### config.mk
export PLATFORM = sky130hd
export DESIGN_NAME = sar_search
export DESIGN_NICKNAME = d
export VERILOG_FILES = /design/src/rtl/sar_search_pkg.sv /design/src/rtl/sar_search.sv
export SDC_FILE = /design/constraint.sdc
export NUM_CORES = 1
export LEC_CHECK = 0
export ABC_AREA = 1
export BUFFER_PORTS_ARGS = -buffer_cell sky130_fd_sc_hd__buf_2
export CAP_MARGIN = 20
export CORE_MARGIN = 5
export CORE_UTILIZATION = 40
export CTS_CLUSTER_DIAMETER = 30
export DETAILED_ROUTE_END_ITERATION = 8
export PLACE_DENSITY_LB_ADDON = 0.15
export SETUP_SLACK_MARGIN = 0.02
export SKIP_CTS_REPAIR_TIMING = 1
export SLEW_MARGIN = 20
export SYNTH_ARGS = -nofsm -noshare
export SYNTH_HDL_FRONTEND = slang
export SYNTH_SLANG_ARGS = --single-unit
### constraint.sdc
create_clock -name clk -period 4.1 [get_ports clk]
set_input_delay 0.82 -clock clk [delete_from_list [all_inputs] [get_ports clk]]
set_output_delay 0.82 -clock clk [all_outputs]
set_load 0.02 [all_outputs]
### src/rtl/sar_search_pkg.sv
// Shared types and constants for the successive-approximation search engine.
package sar_search_pkg;

  localparam int SAR_WIDTH = 4;

  typedef enum logic [1:0] {
    IDLE   = 2'd0,
    SEARCH = 2'd1,
    DONE   = 2'd2
  } state_e;

endpackage

### src/rtl/sar_search.sv
// Binary search that recovers a hidden operand from an external greater-than flag.
// Optional abort port and early exit enabled with `define SAR_SEARCH_ABORT_EN.
//
// state  | meaning
// IDLE   | waiting for start
// SEARCH | resolving one bit per cycle, MSB first
// DONE   | result valid, done pulses for one cycle
module sar_search
  import sar_search_pkg::*;
#(
  parameter int WIDTH = SAR_WIDTH
) (
  input  logic             clk,
  input  logic             rst_n,
  input  logic             start,
  input  logic             gt_in,
`ifdef SAR_SEARCH_ABORT_EN
  input  logic             abort,
`endif
  output logic [WIDTH-1:0] guess,
  output logic             busy,
  output logic             done,
  output logic [WIDTH-1:0] result
);

  localparam int IW = (WIDTH > 1) ? $clog2(WIDTH) : 1;
  localparam logic [WIDTH-1:0] ONE = WIDTH'(1);

  state_e           state_q, state_d;
  logic [WIDTH-1:0] acc_q, acc_d;
  logic [IW-1:0]    idx_q, idx_d;
  logic [WIDTH-1:0] guess_q, guess_d;
  logic [WIDTH-1:0] result_q, result_d;

  logic [WIDTH-1:0] trial;
  logic [WIDTH-1:0] new_acc;
  logic [WIDTH-1:0] next_bit;

  always_ff @(posedge clk or negedge rst_n) begin
    if (!rst_n) begin
      state_q  <= IDLE;
      acc_q    <= '0;
      idx_q    <= '0;
      guess_q  <= '0;
      result_q <= '0;
    end else begin
      state_q  <= state_d;
      acc_q    <= acc_d;
      idx_q    <= idx_d;
      guess_q  <= guess_d;
      result_q <= result_d;
    end
  end

  // The comparator asks target > guess; presenting trial-1 turns that into target >= trial.
  always_comb begin
    trial    = acc_q | (ONE << idx_q);
    new_acc  = gt_in ? trial : acc_q;
    next_bit = ONE << (idx_q - IW'(1));
  end

  always_comb begin
    state_d  = state_q;
    acc_d    = acc_q;
    idx_d    = idx_q;
    guess_d  = guess_q;
    result_d = result_q;

    case (state_q)
      IDLE: begin
        if (start) begin
          state_d = SEARCH;
          acc_d   = '0;
          idx_d   = IW'(WIDTH - 1);
          guess_d = (ONE << (WIDTH - 1)) - ONE;
        end
      end
      SEARCH: begin
        acc_d = new_acc;
        if (idx_q == '0) begin
          state_d  = DONE;
          result_d = new_acc;
        end else begin
          idx_d   = idx_q - IW'(1);
          guess_d = (new_acc | next_bit) - ONE;
        end
      end
      DONE: begin
        state_d = IDLE;
      end
      default: begin
        state_d = IDLE;
      end
    endcase

`ifdef SAR_SEARCH_ABORT_EN
    // Abort wins over completion so a cancelled search never publishes a result.
    if (abort && (state_q != IDLE)) begin
      state_d  = IDLE;
      result_d = result_q;
    end
`endif
  end

  assign guess  = guess_q;
  assign result = result_q;
  assign busy   = (state_q == SEARCH);
  assign done   = (state_q == DONE);

endmodule

==> impl_metrics.py <==
metrics = {
    "clock_tree": {
        "h-tree-depth": 1,
        "cts_tree": "built",
        "clk_latency_ns": 0.28,
        "clock_sinks": 16,
        "cts_root_buffer": "clkbuf_4",
        "cts_buffers": 3,
        "clkTransAtPathRegs_ns": 0.10,
        "ctsLongestPathBuffers": 2,
    },
    "global_routing": {
        "overflow": 0,
        "grt_max_degree": 17,
        "track_usage_pct": 12.68,
        "antenna_found_initial": 0,
        "grt_pass1_vias": 624,
        "grt_pass1_wl_mm": 2.670,
    },
    "yosys": {
        "synthCells": 87,
        "synth_nets": 96,
        "ys_types": 17,
        "yosys.cell_count.top_type": "nand2_1",
        "synth_top_area_share_pct": 51.04,
        "seq_area_frac_synth_pct": 51.04,
        "synth_area_um2": 784.5,
        "synth_edf_count": 0,
        "synth.area.top_cells": "dfrtp_1, nand2_1, ha_1",
        "ys_ff_latch": 16,
        "synth_top_area_cell": "dfrtp_1",
        "ys_top_cells_by_count": "nand2_1, dfrtp_1, inv_1, o21ai_0",
        "synth_warnings": 0,
        "ys.flop_type": "dfrtp_1",
        "ys_async_sr_fraction_pct": 100.0,
        "synth_area_per_cell_um2": 9.017,
    },
    "routing": {
        "first_pass_iters": 4,
        "vias": 598,
        "drc": 0,
        "drtIter0Drc": 11,
        "via_per_inst": 4.565,
        "ant_nets": 0,
        "wl_per_cell_um": 11.31,
        "totalWireLength_mm": 1.482,
    },
    "power": {
        "pwr_density_cell_mw_per_mm2": 884.4,
        "total_power_uw": 813.3,
        "power_leakage_uw": 0.0004850,
        "ir_drop_mv": 0.3639,
    },
    "timing": {
        "setup-tns-final_ns": 0,
        "finalHoldViolCount": 0,
        "setup_violations": 0,
        "slew_headroom_pct": 75.64,
        "rsz0062_at_grt": "false",
        "skew_ns": 0.004802,
        "period_share_pct": 48.05,
        "fin_crit_ns": 1.970,
        "slew_viol_final": 0,
        "tightestPinTransition_ns": 0.3653,
        "max_freq_mhz": 507.6,
    },
    "layout": {
        "multiInputGateArea_um2": 324.1,
        "drive_gt1_share_pct": 23.08,
        "fin_util_pct": 47.85,
        "stdcell_area_um2": 919.6,
        "seqCellArea_um2": 400.4,
        "final_cells": 131,
        "fin_nets": 114,
        "n_antenna_cell": 0,
        "n_fill_cell": 211,
        "area_delta_synth_final_pct": 17.22,
    },
    "setup_path": {
        "reg2reg_to": "guess[2]",
        "slowest_stage": "dfrtp_1",
        "path_delay_family": "flip-flops",
        "critical_path_arrival_ns": 1.15,
        "crit_buf_inv": 2,
        "end_kind": "primary output",
        "slowest_delay_ns": 0.41,
        "worstPathCellList": "inv_1 -> nor2_4 -> buf_2",
        "crit_type": "reg -> out",
        "r2r_cells": 9,
        "crit_required_ns": 3.28,
        "r2r-start": "idx_q[0]",
        "rrSetupSlack_ns": 2.53,
        "cp_max_fo": 6,
        "crit_path_start_kind": "flop",
    },
    "floorplan": {
        "core_mm2": 0.001922,
        "die_w_um": 54.29,
        "start_util_pct": 40.82,
        "die_h_um": 54.29,
        "rows": 16,
        "io_pins": 14,
        "die_area_mm2": 0.002947,
    },
    "placed_design": {
        "io_buffers": 13,
        "place_area_um2": 883.3,
        "dp_cells": 127,
        "dp_hpwl_mm": 1.216,
        "gp_congestion": 0.7872,
    },
    "status": {
        "outcome": "finished clean",
    },
    "run": {
        "maxCapViolCount": 0,
    },
    "worst_hold_path": {
        "hold_path.class": "in -> async",
    },
}
==> where the power goes <==
group          switching [uW]  leakage [uW]  internal [uW]
clock                    51.0     0.0000210           54.0
combinational             291      0.000269            152
sequential               35.7      0.000195            229
total                     378      0.000485            435
==> flip-flops by register name, summed over array words and instances (netlist names) <==
| register | count |
|---|---|
| acc_q | 4 |
| guess | 4 |
| result | 4 |
| idx_q | 2 |
| state_q | 2 |
==> layout by cell type (no fill, tap or decap) <==
| cell | count |
|---|---|
| a22oi_2 | 1 |
| clkbuf_8 | 1 |
| nand2_4 | 1 |
| dfrtp_1 | 16 |
| o21ai_0 | 10 |
| ha_1 | 5 |
| o21ai_2 | 1 |
| inv_2 | 1 |
| nand2_1 | 18 |
| clkbuf_4 | 3 |
| or2_1 | 1 |
| nand3_1 | 4 |
| xor2_1 | 1 |
| nor2_4 | 2 |
| buf_2 | 13 |
| o21ai_1 | 1 |
| a21oi_1 | 4 |
| inv_1 | 15 |
| o22a_2 | 1 |
| nor2_1 | 5 |
==> logic make-up (layout without fill, tap and decap cells) <==
family | after synthesis | after routing | synth area share, %
flip-flops | 16 | 16 | 51.04
adder cells (fa/ha/maj) | 5 | 5 | 7.974
buffers and inverters | 16 | 33 | 7.655
XOR/XNOR | 1 | 1 | 1.117
AND/OR/NAND/NOR | 31 | 31 | 18.66
AO/OA/AOI/OAI | 18 | 18 | 13.56
==> per-stage QoR <==
stage / hold WS, ns / setup slack, ns
6_report: 0.4298 / 2.130
4_1_cts: 0.4459 / 2.124
2_1_floorplan: 0.5034 / 2.499
5_1_grt: 0.4535 / 2.076
3_3_place_gp: 0.4631 / 2.313
3_5_place_dp: 0.4798 / 2.276
==> area by class of cell <==
type / instances / area share (%)
clock buffer: 4 / 3.946
inverter: 16 / 6.531
multi-input combinational: 55 / 35.24
sequential: 16 / 43.54
tap: 27 / 3.673
timing repair buffer: 13 / 7.075
==> metal layers <==
| layer | part of all wire (%) | GRT usage, % |
|---|---|---|
| met4 | 0.88 | 3.734 |
| met2 | 49 | 22.11 |
| met3 | 5.8 | 3.270 |
| met5 | 0 | 0 |
| met1 | 44 | 15.21 |
==> worst max path at each step <==
| stage | start | end | cells after the start |
|---|---|---|---|
| after floorplan | gt_in | guess[2] | 7 |
| after global placement | gt_in | guess[2] | 8 |
| after detailed placement | gt_in | guess[2] | 8 |
| after CTS | state_q[0] | busy | 3 |
| after global routing | state_q[0] | busy | 3 |
| final | state_q[0] | busy | 3 |
==> worst register-to-register path, cell delays in order, from the launching register on <==
cell     delay (ns)
dfrtp_1        0.39
inv_1          0.09
ha_1           0.22
nand2_1        0.06
nand2_1        0.07
nor2_1         0.21
ha_1           0.21
xor2_1         0.06
o21ai_1        0.11
inv_1          0.05
Note: power is estimated with default switching activity, not from simulation.
